$ cat src/rtl/spi_rx.sv
// spi_rx - receive side of the cs/scl/sda serial link.
//
// The pins are asynchronous to clk. Each one passes through a SYNC_STAGES-deep
// synchroniser, scl rising edges are detected in the clk domain, and sda is
// shifted in MSB-first. Completed words land in a one-entry valid/ready
// holding register.
//
// Ports:
//   clk       in   system clock
//   reset     in   asynchronous active-low reset
//   cs        in   chip select, active-low, asynchronous
//   scl       in   serial clock, idle low, asynchronous
//   sda       in   serial data, sampled on scl rising edge, asynchronous
//   data_out  out  received word, stable while valid=1
//   valid     out  data_out holds an unconsumed word
//   ready     in   consumer accepts data_out when valid & ready
//   busy      out  frame in progress (synchronised cs low)
//   overrun   out  1-cycle pulse: word completed while holding reg full and not draining
//   frame_err out  1-cycle pulse: cs rose with a partial word collected
`timescale 1ns/1ps
module spi_rx #(
    parameter int DATA_WIDTH  = 8,
    parameter int SYNC_STAGES = 2
) (
    input  logic                  clk,
    input  logic                  reset,
    input  logic                  cs,
    input  logic                  scl,
    input  logic                  sda,
    output logic [DATA_WIDTH-1:0] data_out,
    output logic                  valid,
    input  logic                  ready,
    output logic                  busy,
    output logic                  overrun,
    output logic                  frame_err
);

    localparam int CNT_W = (DATA_WIDTH > 1) ? $clog2(DATA_WIDTH) : 1;
    localparam logic [CNT_W-1:0] LAST_BIT = CNT_W'(DATA_WIDTH - 1);

    typedef enum logic [0:0] {
        IDLE  = 1'b0,
        SHIFT = 1'b1
    } state_t;

    logic [SYNC_STAGES-1:0] cs_sync_r;
    logic [SYNC_STAGES-1:0] scl_sync_r;
    logic [SYNC_STAGES-1:0] sda_sync_r;
    logic                   scl_prev_r;

    state_t                 state_r;
    logic [DATA_WIDTH-1:0]  shift_r;
    logic [CNT_W-1:0]       bit_cnt_r;
    logic [DATA_WIDTH-1:0]  data_out_r;
    logic                   valid_r;
    logic                   busy_r;
    logic                   overrun_r;
    logic                   frame_err_r;

    logic                   cs_in_s;
    logic                   scl_in_s;
    logic                   sda_in_s;
    logic                   scl_rise_s;
    logic                   done_s;
    logic [DATA_WIDTH-1:0]  word_s;

    // All three pins use the same chain depth, so sda and scl stay aligned.
    assign cs_in_s    = cs_sync_r[SYNC_STAGES-1];
    assign scl_in_s   = scl_sync_r[SYNC_STAGES-1];
    assign sda_in_s   = sda_sync_r[SYNC_STAGES-1];
    assign scl_rise_s = scl_in_s & ~scl_prev_r;

    // Synchroniser chains and the scl edge-detect history.
    always_ff @(posedge clk or negedge reset) begin
        if (!reset) begin
            cs_sync_r  <= {SYNC_STAGES{1'b1}};
            scl_sync_r <= {SYNC_STAGES{1'b0}};
            sda_sync_r <= {SYNC_STAGES{1'b0}};
            scl_prev_r <= 1'b0;
        end else begin
            cs_sync_r  <= {cs_sync_r[SYNC_STAGES-2:0],  cs};
            scl_sync_r <= {scl_sync_r[SYNC_STAGES-2:0], scl};
            sda_sync_r <= {sda_sync_r[SYNC_STAGES-2:0], sda};
            scl_prev_r <= scl_in_s;
        end
    end

    // Detect word completion: last bit shifted on an scl edge while cs stays low.
    // A cs rise in the same cycle wins, so that edge is ignored.
    always_comb begin
        word_s = {shift_r[DATA_WIDTH-2:0], sda_in_s};
        done_s = 1'b0;
        if ((state_r == SHIFT) && !cs_in_s && scl_rise_s && (bit_cnt_r == LAST_BIT)) begin
            done_s = 1'b1;
        end else begin
            done_s = 1'b0;
        end
    end

    // Frame FSM, shifter, and valid/ready holding register.
    always_ff @(posedge clk or negedge reset) begin
        if (!reset) begin
            state_r     <= IDLE;
            shift_r     <= {DATA_WIDTH{1'b0}};
            bit_cnt_r   <= {CNT_W{1'b0}};
            data_out_r  <= {DATA_WIDTH{1'b0}};
            valid_r     <= 1'b0;
            busy_r      <= 1'b0;
            overrun_r   <= 1'b0;
            frame_err_r <= 1'b0;
        end else begin
            overrun_r   <= 1'b0;
            frame_err_r <= 1'b0;

            case (state_r)
                IDLE: begin
                    bit_cnt_r <= {CNT_W{1'b0}};
                    if (!cs_in_s) begin
                        state_r <= SHIFT;
                        busy_r  <= 1'b1;
                    end else begin
                        busy_r  <= 1'b0;
                    end
                end
                SHIFT: begin
                    if (cs_in_s) begin
                        // Partial word is discarded; flag it only if bits were taken.
                        state_r     <= IDLE;
                        busy_r      <= 1'b0;
                        bit_cnt_r   <= {CNT_W{1'b0}};
                        frame_err_r <= (bit_cnt_r != {CNT_W{1'b0}});
                    end else begin
                        busy_r <= 1'b1;
                        if (scl_rise_s) begin
                            shift_r   <= word_s;
                            bit_cnt_r <= done_s ? {CNT_W{1'b0}} : (bit_cnt_r + CNT_W'(1));
                        end else begin
                            shift_r   <= shift_r;
                        end
                    end
                end
                default: begin
                    state_r   <= IDLE;
                    busy_r    <= 1'b0;
                    bit_cnt_r <= {CNT_W{1'b0}};
                end
            endcase

            // A draining consumer frees the slot in the same cycle a new word lands.
            if (done_s) begin
                if (!valid_r || ready) begin
                    data_out_r <= word_s;
                    valid_r    <= 1'b1;
                end else begin
                    overrun_r  <= 1'b1;
                end
            end else if (valid_r && ready) begin
                valid_r <= 1'b0;
            end else begin
                valid_r <= valid_r;
            end
        end
    end

    assign data_out  = data_out_r;
    assign valid     = valid_r;
    assign busy      = busy_r;
    assign overrun   = overrun_r;
    assign frame_err = frame_err_r;

endmodule

$ cat config.mk
export PLATFORM = sky130hd
export DESIGN_NAME = spi_rx
export DESIGN_NICKNAME = d
export VERILOG_FILES = /design/src/rtl/spi_rx.sv
export SDC_FILE = /design/constraint.sdc
export NUM_CORES = 1
export LEC_CHECK = 0
export CORE_MARGIN = 2
export CORE_UTILIZATION = 45
export DETAILED_ROUTE_END_ITERATION = 10
export GPL_TIMING_DRIVEN = 1
export PLACE_DENSITY = 0.75
export SLEW_MARGIN = 0
export SYNTH_ARGS = -nofsm -noshare
export SYNTH_HDL_FRONTEND = slang
export SYNTH_SLANG_ARGS = --single-unit
$ cat constraint.sdc
create_clock -name clk -period 1.3 [get_ports clk]
set_input_delay 0.26 -clock clk [delete_from_list [all_inputs] [get_ports clk]]
set_output_delay 0.26 -clock clk [all_outputs]
set_load 0.05 [all_outputs]
==> impl_metrics.json, run 1 <==
{
  "clkLatencyLatePin_ns": 0.32,
  "start_kind": "register",
  "routed_wl_um": 1850,
  "grt.busiest_layer": "met2",
  "fp.dieH_um": 52.7,
  "syn_nets": 75,
  "synth_seq_cells": 29,
  "rsz0062_at_grt": "true",
  "multi_input_comb_area_um2": 378,
  "cts_hold_buf": 0,
  "worstReg2RegEnd": "data_out[2]",
  "port_buffers": 17,
  "place_congestion": 0.728,
  "core_mm2": 0.00223,
  "grt_start_max_net_pins": 19,
  "nFillCells": 158,
  "finalNetCount": 110,
  "cts.path.max_buffers": 2,
  "finalSetupTns_ns": -0.528,
  "synth_edf_count": 0,
  "synthDominantCellAreaShare_pct": 63.4,
  "syn_area_mm2": 0.00107,
  "grtUsageMet1_pct": 21.1,
  "period_share_pct": 105,
  "cts_root_buf": "clkbuf_4",
  "max-slew-margin-rel_pct": 84.8,
  "crit_chain": "and4bb_4, nand3_4, mux2_4",
  "cts_buffers": 5,
  "swShare_pct": 22.5,
  "vias": 628,
  "drc": 0,
  "synth.distinct_cells": 16,
  "dp_hpwl_um": 1280,
  "drive_gt1_share_pct": 54.5,
  "max_cap_viol_count": 0,
  "use_met2_pct": 25.6,
  "grt_use_total_pct": 18.1,
  "antenna_cells": 0,
  "status": "complete, but fails checks",
  "antenna_found_initial": 0,
  "first_global_vias": 661,
  "yosys_warnings": 0,
  "switchingPower_w": 0.000391,
  "timing.final.crit_period_ns": 1.36,
  "areaGrowthSynthToFinish_pct": 50.6,
  "vias_per_cell": 4.87,
  "gr-total-overflow": 0,
  "p_comb_share_pct": 9.8,
  "worstReg2RegStart": "scl_prev_r",
  "tightestPinTransition_ns": 0.228,
  "intPower_w": 0.00135,
  "cts.sinks": 29,
  "final-instance-count-excl-fill": 129,
  "dieArea_mm2": 0.00277,
  "synth_flop_cell": "dfrtp_1",
  "slowest_stage": "and4bb_4",
  "criticalPathCategory": "reg2reg",
  "yosys.area.top_type": "dfrtp_1",
  "htreeDepth": 2,
  "die_w_um": 52.7,
  "synth.area.top_cells": "dfrtp_1 (63%), mux2_2 (17%), dfstp_2 (4.9%)",
  "io_pins": 18,
  "maxSlewViolCount": 0,
  "endpoint_kind": "register",
  "dr.pass1.iters": 3,
  "worst-path-buf-inv": 0,
  "synthCells": 66,
  "synth_area_per_cell_um2": 16.2,
  "p_seq_share_pct": 59.3,
  "wl_per_cell_um": 14.4,
  "worst_ir_drop_vdd_mv": 1.06,
  "clock_skew_ns": 0.00550,
  "crit_family": "simple AND/OR/NAND/NOR gates",
  "worst_slack_ns": -0.0638,
  "finalHoldViolations": 0,
  "gr-usage-met3_pct": 8.29,
  "p_clk_share_pct": 30.8,
  "required_ns": 1.51,
  "cpPeakStageDelay_ns": 0.38,
  "regArea_um2": 731,
  "arrival_ns": 1.58,
  "p_leak_nw": 0.778,
  "dp.cells": 121,
  "rr_worst_depth": 3,
  "setup_violations": 11,
  "drtAntennaViolNets": 0,
  "initial_core_util_pct": 47.7,
  "cts_tree": "yes",
  "violations": "setup timing",
  "power.density_mw_per_mm2": 1080,
  "synth_seq_area_share_pct": 68.3,
  "drtIter0Drc": 3,
  "fmax_ghz": 0.733,
  "clkTransAtPathRegs_ns": 0.08,
  "grt_first_pass_wirelength_um": 3250,
  "synth-async-reset-ratio_pct": 100,
  "fp-row-count": 17,
  "whs_ns": 0.292,
  "r2r_slack_ns": -0.06,
  "worstHoldPathType": "in2async",
  "path_max_fanout": 8
}
[cells by family after synthesis]
group                    after synthesis  synth area share [%]
AO/OA/AOI/OAI                          3                  2.11
adder cells (fa/ha/maj)                3                  3.52
buffers and inverters                  5                  2.46
flip-flops                            29                  68.3
multiplexers                          16                  16.9
AND/OR/NAND/NOR                       10                  6.69
[state kept, by name, summed over array words and instances, names as in the netlist]
| name | flops |
|---|---|
| data_out | 8 |
| shift_r | 7 |
| bit_cnt_r | 3 |
| cs_sync_r | 2 |
| scl_sync_r | 2 |
| sda_sync_r | 2 |
| busy | 1 |
| frame_err | 1 |
| overrun | 1 |
| scl_prev_r | 1 |
| valid | 1 |
[Yosys cell counts, drive strengths merged (2+ instances only)]
cell type and instances:
inv 4, ha 3, dfstp 2, a22o 2, nand2 3, mux2 16, dfrtp 27
[repair_timing]
item / in CTS / in global routing
setup endpoints to repair: 19 / 18
pin swaps: 1 / 1
setup buffers: 0 / 1
gates resized for setup: 19 / 1
[layout by cell type (no fill, tap or decap), drive strengths merged]
cell and count:
and4bb 1, nand3 1, clkbuf 7, nor2 1, clkdlybuf4s50 5, dfstp 2
dfrtp 27, nand2 3, nor2b 1, or2b 1, a21oi 1, ha 3
inv 4, and3 1, a22o 2, nand2b 1, buf 24, mux2 16
[worst max-delay path by stage]
stage / startpoint / endpoint / depth (start not counted)
floorplan: busy / data_out[0] / 4
global placement: ready / data_out[2] / 4
detailed placement: ready / data_out[0] / 4
CTS: scl_prev_r / data_out[0] / 3
global route: bit_cnt_r[1] / data_out[0] / 4
finish: scl_prev_r / data_out[2] / 3
[worst register-to-register path: cells and delay by family, from the launching register on]
| kind | cells | cell delay [ns] |
|---|---|---|
| AND/OR/NAND/NOR | 2 | 0.55 |
| multiplexers | 1 | 0.34 |
| flip-flops | 1 | 0.37 |
[power groups by stage]
stage,Clock [W],Combinational [W],Sequential [W]
floorplan,0,0.0000678,0.00103
global placement,0,0.000136,0.00104
detailed placement,0,0.000142,0.00104
CTS,0.000564,0.000174,0.00103
global route,0.000603,0.000185,0.00104
finish,0.000536,0.000171,0.00103
[per-layer routing]
layer  vias up  part of all wire, %  wire (µm)
met3        10                  5.9        109
met1       306                   42        773
met5         -                    0          0
met2        21                   47        865
met4         0                  5.7        106
li1        291                    -          -
[layout make-up]
cell class	count	share of cell area [%]
inverters	4	0.935
repair buffers	29	24.4
flip-flops and latches	29	45.5
multi-input cells	32	23.5
well taps	28	2.18
clock buffers	7	3.43
[through the flow]
| stage | worst slack (ns) | power, W | util, % | instance area, µm² |
|---|---|---|---|---|
| 2_1_floorplan | -0.146 | 0.00110 | - | 1070 |
| 6_report | -0.0638 | 0.00174 | 71.9 | 1610 |
| 4_1_cts | -0.0690 | 0.00177 | 71.4 | 1590 |
| 5_1_grt | -0.117 | 0.00183 | 71.9 | 1610 |
| 3_3_place_gp | -0.266 | 0.00117 | 65.7 | 1470 |
| 3_5_place_dp | -0.280 | 0.00118 | 65.7 | 1470 |
No activity file was read; power rests on OpenSTA's default activity.
==> inputs of run 2 (changes only) <==
Settings changed: CORE_MARGIN 2 to 5, CORE_UTILIZATION 45 to 50, DONT_BUFFER_PORTS set to 1, PLACE_DENSITY 0.75 to 0.71.
==> run 2 against run 1 <==
The flow still finishes with violations (setup timing). Register-to-register slack about the same. Highest routed layer unchanged. Sequential share of layout area up 5.7 points. Global-route usage down 5.5 points.
==> impl_metrics.json, run 2 (same netlist as run 1, synthesis figures left out) <==
{
  "max_cap_viol_count": 0,
  "clock_skew_ns": 0.00828,
  "antenna_cells": 0,
  "clkLatencyLatePin_ns": 0.31,
  "cts_root_buf": "clkbuf_4",
  "htreeDepth": 2,
  "p_comb_share_pct": 8.5,
  "drtIter0Drc": 7,
  "drc": 0,
  "use_met2_pct": 18.2,
  "final_cell_mix": "dfrtp_1 (25), buf_4 (15), mux2_4 (8), mux2_2 (8), clkbuf_4 (5)",
  "p_seq_share_pct": 53.2,
  "cts.sinks": 29,
  "finalNetCount": 103,
  "areaGrowthSynthToFinish_pct": 33.9,
  "violations": "setup timing",
  "initial_core_util_pct": 53.2,
  "final_common_cell": "dfrtp_1",
  "gr-usage-met3_pct": 5.10,
  "vias_per_cell": 4.98,
  "worst_ir_drop_vdd_mv": 0.811,
  "final_area_mm2": 0.00143,
  "gr-total-overflow": 0,
  "cts_tree": "yes",
  "dr.pass1.iters": 4,
  "fmax_ghz": 0.732,
  "tightestPinTransition_ns": 0.445,
  "fp.dieH_um": 56.2,
  "cts_buffers": 5,
  "drtAntennaViolNets": 0,
  "core_mm2": 0.00200,
  "vias": 607,
  "wl_per_cell_um": 13.9,
  "die_w_um": 56.2,
  "swShare_pct": 20.2,
  "cts.path.max_buffers": 2,
  "routed_wl_um": 1700,
  "required_ns": 1.50,
  "place_ws_ns": -0.106,
  "status": "complete, but fails checks",
  "first_global_vias": 647,
  "switchingPower_w": 0.000392,
  "intPower_w": 0.00155,
  "setup_violations": 11,
  "port_buffers": 0,
  "p_leak_nw": 0.708,
  "fp-row-count": 16,
  "grt.busiest_layer": "met2",
  "dp_hpwl_um": 1090,
  "timing.final.crit_period_ns": 1.37,
  "max-slew-margin-rel_pct": 70.4,
  "power.density_mw_per_mm2": 1360,
  "grt_first_pass_wirelength_um": 3010,
  "rsz0062_at_grt": "true",
  "cpPeakStageDelay_ns": 0.39,
  "place_congestion": 0.668,
  "clkTransAtPathRegs_ns": 0.09,
  "antenna_found_initial": 0,
  "slowest_stage": "dfrtp_1",
  "period_share_pct": 105,
  "start_kind": "register",
  "path_max_fanout": 8,
  "arrival_ns": 1.56,
  "postCtsSetupBuffers": 0,
  "worst_slack_ns": -0.0657,
  "drive_gt1_share_pct": 52.6,
  "dpl_cell_area_mm2": 0.00122,
  "crit_chain": "ha_2, ha_4, nand3_4, mux2_2",
  "worstHoldPathType": "in2reg",
  "largest_register_ff_count": 8,
  "grt_start_max_net_pins": 30,
  "finalHoldViolations": 0,
  "grtUsageMet1_pct": 16.0,
  "grt_use_total_pct": 12.6,
  "maxSlewViolCount": 0,
  "dieArea_mm2": 0.00316,
  "criticalPathCategory": "reg2reg",
  "endpoint_kind": "register",
  "io_pins": 18,
  "p_clk_share_pct": 38.3
}
run 2: cell types whose count changed in the layout (fill, tap and decap cells not counted), sizes merged:
cell | before | now
buf | 24 | 18
clkdlybuf4s50 | 5 | 0
dlygate4sd3 | 0 | 4
bufinv | 0 | 1
run 2: per-stage QoR:
step,utilization [%],instances,TNS [ns],hold slack (ns),total power (W)
2_1_floorplan,-,66,-1.66,-0.0356,0.00110
3_3_place_gp,61.0,109,-0.843,-0.0350,0.00113
3_5_place_dp,61.0,109,-1.18,-0.0349,0.00114
4_1_cts,69.2,122,-1.09,0.191,0.00192
5_1_grt,71.3,122,-1.03,0.206,0.00204
6_report,71.3,122,-0.488,0.198,0.00194
run 2: path summary, 6_finish.rpt:
| kind | depth (start not counted) | slack [ns] | endpoint | startpoint |
|---|---|---|---|---|
| worst max-delay path | 4 | -0.07 | data_out[3] | bit_cnt_r[0] |
| worst min-delay path | 2 | 0.20 | overrun | ready |
| worst max register to register | 4 | -0.07 | data_out[3] | bit_cnt_r[0] |
| worst min register to register | 0 | 0.35 | scl_sync_r[1] | scl_sync_r[0] |
| max in group asynchronous | 2 | 0.69 | cs_sync_r[0] | reset |
| min in group asynchronous | 2 | 0.37 | valid | reset |
run 2: worst max-delay path, delay by kind of cell, from the launching register on:
kind | cells | cell delay [ns]
DFF | 1 | 0.39
and+or+nand+nor | 1 | 0.14
adders and majority gates | 2 | 0.37
muxes | 1 | 0.35
run 2: what timing repair did:
action                     CTS  global route
hold endpoints to repair    32             0
pin swaps                    1             0
resized for setup            4            12
setup endpoints to repair   18            18
hold buffers                 5             0
run 2: routing by layer:
metal / vias to the layer above / share of wire, %
met1: 298 / 45
met5: - / 0
li1: 287 / -
met3: 2 / 6.7
met4: 0 / 0.77
met2: 20 / 48
run 2: layout make-up:
cell class                      count  area [µm²]
Clock buffer                        7        55.1
Clock inverter                      1        30.0
Fill cell                         134         574
Inverter                            4        15.0
Multi-Input combinational cell     32         368
Sequential cell                    29         731
Tap cell                           27        33.8
Timing Repair Buffer               22         195
run 2: power groups by stage:
| stage | sequential, W | clock, W | combinational [W] |
|---|---|---|---|
| after global routing | 0.00104 | 0.000817 | 0.000180 |
| final | 0.00103 | 0.000744 | 0.000165 |
| after CTS | 0.00102 | 0.000772 | 0.000129 |
| after floorplan | 0.00103 | 0 | 0.0000678 |
| after global placement | 0.00104 | 0 | 0.0000901 |
| after detailed placement | 0.00104 | 0 | 0.0000946 |
